==> src/rtl/serdesphy_pll_pkg.sv <==
// Shared constants and state type for the PLL phase-frequency detector.
package serdesphy_pll_pkg;

    localparam int unsigned PFD_ERR_W     = 8;
    localparam int unsigned PFD_WIDTH_MAX = 127;
    localparam int unsigned PFD_WIDTH_W   = 7;
    localparam int unsigned SLIP_CNT_W    = 8;
    localparam int unsigned GOOD_CNT_W    = 4;

    typedef enum logic [1:0] {
        StIdle = 2'd0,
        StUp   = 2'd1,
        StDown = 2'd2
    } pfd_state_e;

endpackage

==> src/rtl/serdesphy_pll_edge_sync.sv <==
// Multi-flop synchronizer for an asynchronous clock input followed by rising-edge detection.
module serdesphy_pll_edge_sync #(
    parameter int unsigned SYNC_STAGES = 2
) (
    input  logic clk,
    input  logic rst,
    input  logic async_in,
    output logic rise
);

    logic [SYNC_STAGES-1:0] sync_q;
    logic                   prev_q;

    always_ff @(posedge clk) begin
        if (rst) begin
            sync_q <= '0;
            prev_q <= 1'b0;
        end else begin
            sync_q <= {sync_q[SYNC_STAGES-2:0], async_in};
            prev_q <= sync_q[SYNC_STAGES-1];
        end
    end

    assign rise = sync_q[SYNC_STAGES-1] & ~prev_q;

endmodule

==> src/rtl/serdesphy_ana_pll_pfd.sv <==
// Digital PFD: compares synchronized ref/fb edges, drives UP/DOWN pulses, reports signed pulse
// width, counts cycle slips and raises lock after a run of in-window comparisons.
module serdesphy_ana_pll_pfd
    import serdesphy_pll_pkg::*;
#(
    parameter int unsigned SYNC_STAGES = 2,
    parameter int unsigned LOCK_WIN    = 2,
    parameter int unsigned LOCK_CNT    = 4
) (
    input  logic                  clk,
    input  logic                  rst,
    input  logic                  enable,
    input  logic                  ref_clk_in,
    input  logic                  fb_clk_in,
    output logic                  up_pulse,
    output logic                  down_pulse,
    output logic [PFD_ERR_W-1:0]  phase_err,
    output logic                  err_valid,
    output logic                  lock,
    output logic [SLIP_CNT_W-1:0] slip_cnt
);

    localparam logic [PFD_WIDTH_W-1:0] WidthMax = PFD_WIDTH_W'(PFD_WIDTH_MAX);
    localparam logic [GOOD_CNT_W-1:0]  GoodMax  = GOOD_CNT_W'(LOCK_CNT);
    localparam logic [PFD_ERR_W-1:0]   WinMax   = PFD_ERR_W'(LOCK_WIN);

    logic ref_edge;
    logic fb_edge;

    // Synchronizers stay live regardless of enable so re-enabling never sees a stale edge.
    serdesphy_pll_edge_sync #(
        .SYNC_STAGES(SYNC_STAGES)
    ) u_ref_sync (
        .clk     (clk),
        .rst     (rst),
        .async_in(ref_clk_in),
        .rise    (ref_edge)
    );

    serdesphy_pll_edge_sync #(
        .SYNC_STAGES(SYNC_STAGES)
    ) u_fb_sync (
        .clk     (clk),
        .rst     (rst),
        .async_in(fb_clk_in),
        .rise    (fb_edge)
    );

    pfd_state_e             state_q, state_d;
    logic [PFD_WIDTH_W-1:0] width_q, width_d, width_inc;
    logic                   done, slip, slip_q;
    logic [PFD_ERR_W-1:0]   done_err, err_abs;
    logic [GOOD_CNT_W-1:0]  good_q, good_d;

    assign width_inc = (width_q == WidthMax) ? width_q : width_q + 1'b1;

    always_comb begin
        state_d  = state_q;
        width_d  = width_q;
        done     = 1'b0;
        slip     = 1'b0;
        done_err = '0;
        unique case (state_q)
            StIdle: begin
                if (ref_edge && fb_edge) begin
                    done = 1'b1;
                end else if (ref_edge) begin
                    state_d = StUp;
                    width_d = PFD_WIDTH_W'(1);
                end else if (fb_edge) begin
                    state_d = StDown;
                    width_d = PFD_WIDTH_W'(1);
                end
            end
            StUp: begin
                if (fb_edge) begin
                    state_d  = StIdle;
                    width_d  = '0;
                    done     = 1'b1;
                    done_err = {1'b0, width_q};
                end else begin
                    slip    = ref_edge;
                    width_d = width_inc;
                end
            end
            StDown: begin
                if (ref_edge) begin
                    state_d  = StIdle;
                    width_d  = '0;
                    done     = 1'b1;
                    done_err = PFD_ERR_W'(0) - {1'b0, width_q};
                end else begin
                    slip    = fb_edge;
                    width_d = width_inc;
                end
            end
            default: begin
                state_d = StIdle;
                width_d = '0;
            end
        endcase
        if (!enable) begin
            state_d = StIdle;
            width_d = '0;
            done    = 1'b0;
            slip    = 1'b0;
        end
    end

    assign err_abs = phase_err[PFD_ERR_W-1] ? PFD_ERR_W'(0) - phase_err : phase_err;

    // Lock qualification trails the completion strobe by one cycle; a slip resets it outright.
    always_comb begin
        good_d = good_q;
        if (!enable || slip_q) begin
            good_d = '0;
        end else if (err_valid) begin
            if (err_abs <= WinMax) begin
                good_d = (good_q >= GoodMax) ? GoodMax : good_q + 1'b1;
            end else begin
                good_d = '0;
            end
        end
    end

    always_ff @(posedge clk) begin
        if (rst) begin
            state_q   <= StIdle;
            width_q   <= '0;
            phase_err <= '0;
            err_valid <= 1'b0;
            slip_q    <= 1'b0;
            slip_cnt  <= '0;
            good_q    <= '0;
        end else begin
            state_q   <= state_d;
            width_q   <= width_d;
            err_valid <= done;
            slip_q    <= slip;
            good_q    <= good_d;
            if (done) begin
                phase_err <= done_err;
            end
            if (slip && (slip_cnt != '1)) begin
                slip_cnt <= slip_cnt + 1'b1;
            end
        end
    end

    assign up_pulse   = (state_q == StUp);
    assign down_pulse = (state_q == StDown);
    assign lock       = (good_q == GoodMax);

endmodule
==> config.mk <==
export PLATFORM = sky130hd
export DESIGN_NAME = serdesphy_ana_pll_pfd
export DESIGN_NICKNAME = d
export VERILOG_FILES = /design/src/rtl/serdesphy_pll_pkg.sv /design/src/rtl/serdesphy_pll_edge_sync.sv /design/src/rtl/serdesphy_ana_pll_pfd.sv
export SDC_FILE = /design/constraint.sdc
export NUM_CORES = 1
export LEC_CHECK = 0
export CAP_MARGIN = 5
export CORE_AREA = 2 2 74 76
export CTS_CLUSTER_SIZE = 10
export DETAILED_ROUTE_END_ITERATION = 12
export DIE_AREA = 0 0 76 78
export SYNTH_ARGS = -nofsm -noshare
export SYNTH_HDL_FRONTEND = slang
export SYNTH_HIERARCHICAL = 1
export SYNTH_SLANG_ARGS = --single-unit
==> constraint.sdc <==
create_clock -name clk -period 2 [get_ports clk]
set_input_delay 0.3 -clock clk [delete_from_list [all_inputs] [get_ports clk]]
set_output_delay 0.3 -clock clk [all_outputs]
set_load 0.02 [all_outputs]
==> metrics <==
Yosys cell types=51; Vias/cell=4.96; area growth from synthesis to layout=22.3%; Placer Congestion=0.804; share of the synthesized area in the top cell type=0.379; Clock Tree Buf Depth=2; Slew Viols, Final=0; antenna cell count=0; Worst Path Max Fanout=4; Cell Area, Synth=1960 sq um; CP startpoint kind=flip-flop; Most used DFF post-synth=dfxtp_1; Post-synth EDFFs=0; clock latency on the worst-skew pair=0.28 ns; Reg clk slew, reported paths=0.07 ns; # IOs=25; status=finished clean; CTS tree=built; synthesized area per cell=8.74 sq um; DR WL/cell=11.9 um; Die X=76 um; GRT overflow=0; Max-cap violations=0; Root Buffer=clkbuf_8; largest net degree at the start of global routing=26; DRT iter0 DRCs=72; port bufs=24; vias after detailed routing=1611; clock skew after layout=0.00540 ns; Finished Cell Area=2390 sq um; Hold-fix buffers, CTS=0; drt total wl=3.86 mm; vias in the first global route=1502; first-pass GRT wire length=6.78 mm; PwrDens=637 nW/um^2; GRT Total Usage=0.139; Post-Syn Nets=239; critical path class=flip-flop to primary output; worst rel slew slack=0.741; largest stage delay on the critical path=0.53 ns; utilization after layout=0.474; CP Data Required Time=1.70 ns; initial core utilization=0.388; Post-route DRC=0; proportion of layout cells with a drive suffix above 1=0.0941; core region area=5040 sq um; Post-synth top cells=dfxtp_1, nor2_1, nand2_1, inv_1, a21oi_1; asr flop ratio synth=0; Worst path slowest cell=clkdlybuf4s50_1; Final WS setup=0.109 ns; Setup WS pre-CTS=0.119 ns; # resized after CTS=0; die area=5930 sq um; crit-path cells=inv_1 -> ha_1 -> and3b_1 -> clkdlybuf4s50_1; DP Wirelength=2.88 mm; Ys Warns=6; Setup-failing EPs final=0; top-count cell post-synth=dfxtp_1; Area after DPL=2270 sq um; WHS=0.438 ns; # Post-CTS Setup Buffers=0; Least-Margin Pin Slew=0.389 ns; P_leak=0.893 nW; Worst setup EP type=primary output; fin crit period=1.89 ns; Seq/Total Area, Yosys=0.379; final hold vios=0; Tcrit/Tclk final=0.945; largest area contributor in the netlist=dfxtp_1; H-tree lvl count=2; Die Ht=78 um; TritonCTS Sinks=37; antenna violations before repair=0; Gate Count Post-Synth=224; top cells by area, synth=dfxtp_1, ha_1, xor2_1; Seq cells post-synth=37; Routed Antenna Nets=0; CTS buffer count=5; Max IR drop VDD=375 uV; final net count=269; Max Fclk=529 MHz; data arrival time of the worst path=1.59 ns; Cell Rows=26; Pre-antenna DRT Iters=4; class of the worst hold path=flip-flop to flip-flop
cell usage in the layout (no fill, tap or decap), types with 6 or more instances in the layout:
cell	netlist	routed
a21oi_1	14	14
clkbuf_8	2	6
clkdlybuf4s50_1	0	23
dfxtp_1	37	36
ha_1	10	9
inv_1	15	15
nand2_1	16	16
nand3_1	9	9
nor2_1	20	20
nor2b_1	9	9
o21ai_0	6	6
xor2_1	10	10
stage by stage:
stage,power (mW),setup TNS [ns],std cells
6_report,1.52,0,325
5_1_grt,1.59,-0.000598,325
4_1_cts,1.55,0,325
3_5_place_dp,0.876,0,317
3_3_place_gp,0.876,0,317
2_1_floorplan,0.846,0,224
layer usage:
layer	global-route usage	routed length [um]	part of all wire
met5	0	0	0
met4	0.0545	52	0.013
met3	0.0326	108	0.028
met2	0.218	1740	0.45
met1	0.187	1960	0.51
worst max-delay path: cells and delay by family (launching register included):
| kind | cells | cell delay (ns) |
|---|---|---|
| adders and majority gates | 1 | 0.18 |
| buffers and inverters | 2 | 0.59 |
| DFF | 1 | 0.39 |
| and+or+nand+nor | 1 | 0.15 |
power breakdown:
part	internal (mW)	total (mW)	switching (mW)
clock network	0.405	0.666	0.261
logic	0.0484	0.107	0.0583
registers	0.744	0.751	0.00696
total	1.20	1.52	0.326
path summary, 6_finish.rpt:
kind | depth (start not counted) | to | slack [ns] | start
setup / recovery | 4 | lock | 0.11 | good_q[0]
hold reg to reg | 1 | u_ref_sync/sync_q[1] | 0.44 | u_ref_sync/sync_q[0]
hold / removal | 1 | u_ref_sync/sync_q[1] | 0.44 | u_ref_sync/sync_q[0]
setup reg to reg | 7 | good_q[1] | 0.12 | phase_err[0]
area by class of cell:
type	instances	area, sq um
Multi-Input combinational cell	167	1110
Timing Repair Buffer	28	273
Clock inverter	2	37.5
Fill cell	512	2650
Inverter	15	56.3
Sequential cell	37	742
Clock buffer	6	82.6
Tap cell	70	87.6
sequential cells by signal, summed over array words and instances, names as in the netlist:
signal	flops
phase_err	8
u_ref_sync/prev_q	1
slip_q	1
good_q	4
state_q	2
slip_cnt	8
u_ref_sync/sync_q	2
u_fb_sync/prev_q	1
err_valid	1
u_fb_sync/sync_q	2
width_q	7
cell families after synthesis:
group,share of synthesized area
AO/OA/AOI/OAI,0.171
XOR/XNOR,0.0537
adder cells (fa/ha/maj),0.0639
buffers and inverters,0.0537
flip-flops,0.379
multiplexers,0.0160
AND/OR/NAND/NOR,0.263
Note: power is estimated with default switching activity, not from simulation.
==> RTL change: new RTL, same settings <==
Put a register stage on the outputs `up_pulse`, `down_pulse` and `lock`, with the module's reset. The values now appear one clock later. The other outputs are not delayed to match. Comments in the files are not updated.
--- a/src/rtl/serdesphy_ana_pll_pfd.sv
+++ b/src/rtl/serdesphy_ana_pll_pfd.sv
@@ -147,8 +147,16 @@
         end
     end
 
-    assign up_pulse   = (state_q == StUp);
-    assign down_pulse = (state_q == StDown);
-    assign lock       = (good_q == GoodMax);
+    always_ff @(posedge clk) begin
+        if (rst) begin
+            up_pulse   <= '0;
+            down_pulse <= '0;
+            lock       <= '0;
+        end else begin
+            up_pulse   <= (state_q == StUp);
+            down_pulse <= (state_q == StDown);
+            lock       <= (good_q == GoodMax);
+        end
+    end
 
 endmodule
Formal check against the unedited RTL: not equivalent (Yosys sat finds a counterexample within 4 cycles, from zero or initial values and one cycle with rst high).
==> RTL change against the original RTL <==
  * Area after synthesis rose by 9.0%
  * Largest cell class unchanged
  * Critical path depth rose by 2
  * Wire length rose by 16%
  * Fmax rose by 2.7%
  * Power fell by 7.2%
  * Sequential cell count rose by 3
  * Design area rose by 6.2%
  * Worst setup slack improved by 0.049 ns
  * Critical endpoint is now width_q[3]$_SDFFE_PP0P_
==> RTL change: results (changes against the original RTL) <==
Vias -> 1,829 (+14%)
Adder-cell area share of the yosys netlist -> 5.87% (-0.53 points)
Clk_skew -> 0.00329 ns (-0.00211 ns)
Compound-Gate Fraction of Synth Area -> 19.2% (+2.1 points)
XOR/XNOR Fraction of Synth Area -> 0% (-5.4 points)
R2r endpoint -> width_q[3]$_SDFFE_PP0P_
Worst flop-to-flop path startpoint -> u_fb_sync/sync_q[1]$_SDFF_PP0_
Setup CP Type -> flip-flop to flip-flop
Netlist cell types -> 46 (-9.8%)
Multi-In Gates -> 172 (+3.0%)
Final wirelength -> 4.47 mm (+16%)
Maximum number of pins on one net before global-route repair -> 33 (+27%)
Total GRT Usage -> 16.0% (+2.1 points)
Via density -> 5.33 (+7.6%)
Final-stage net count -> 288 (+7.1%)
GPL Wtd Cong -> 0.783 (-2.5%)
Register area share after synthesis -> 37.6% (-0.29 points)
FF+latch count, synth -> 40 (+8.1%)
Mux cell area share after synthesis -> 3.46% (+1.9 points)
DR WL met3 -> 124 um (+15%)
Worst slew margin -> 71.9% (-2.2 points)
Peak supply drop -> 0.247 mV (-34%)
Detailed Route Iter0 Violations -> 89 (+24%)
Status -> completed
Syn Area/Cell -> 8.67 sq um (-0.79%)
Cell depth of the worst flop-to-flop path -> 6 (-1)
Fraction of standard cell area in multi-input logic -> 46.6% (+0.079 points)
-- RTL change: cells by family (layout without fill, tap and decap cells) --
family                   after synthesis  after routing
AND/OR/NAND/NOR                       97             97
multiplexers                           7              7
flip-flops                            40             40
AO/OA/AOI/OAI                         58             58
adder cells (fa/ha/maj)               10             10
buffers and inverters                 34             61
-- RTL change: worst reg2reg max path, stage by stage (launching register included) --
cell and delay [ns]:
dfxtp_1 0.32, nor2b_2 0.23, buf_4 0.17, nand2b_1 0.10, and3_1 0.29, or4_1 0.52
a21oi_1 0.14
-- RTL change: power by group through the flow --
stage | Clock [uW] | Sequential, uW | Combinational (uW)
2_1_floorplan | 0 | 827 | 64.3
3_3_place_gp | 0 | 828 | 93.5
3_5_place_dp | 0 | 828 | 94.1
4_1_cts | 537 | 809 | 94.4
5_1_grt | 565 | 810 | 106
6_report | 512 | 809 | 94.0
-- RTL change: per-stage QoR --
stage,setup slack (ns),area (sq um)
floorplan,0.207,2130
global placement,0.0676,2450
detailed placement,0.0117,2450
CTS,0.132,2530
global route,0.00293,2540
finish,0.159,2540
-- RTL change: how the worst min path moves through the flow --
stage	startpoint	end	slack (ns)
floorplan	rst	u_fb_sync/prev_q$_SDFF_PP0_	0.37
global placement	u_fb_sync/sync_q[0]$_SDFF_PP0_	u_fb_sync/sync_q[1]$_SDFF_PP0_	0.42
detailed placement	u_fb_sync/sync_q[0]$_SDFF_PP0_	u_fb_sync/sync_q[1]$_SDFF_PP0_	0.43
CTS	u_fb_sync/sync_q[0]$_SDFF_PP0_	u_fb_sync/sync_q[1]$_SDFF_PP0_	0.45
global route	u_fb_sync/sync_q[0]$_SDFF_PP0_	u_fb_sync/sync_q[1]$_SDFF_PP0_	0.46
finish	u_fb_sync/sync_q[0]$_SDFF_PP0_	u_fb_sync/sync_q[1]$_SDFF_PP0_	0.44
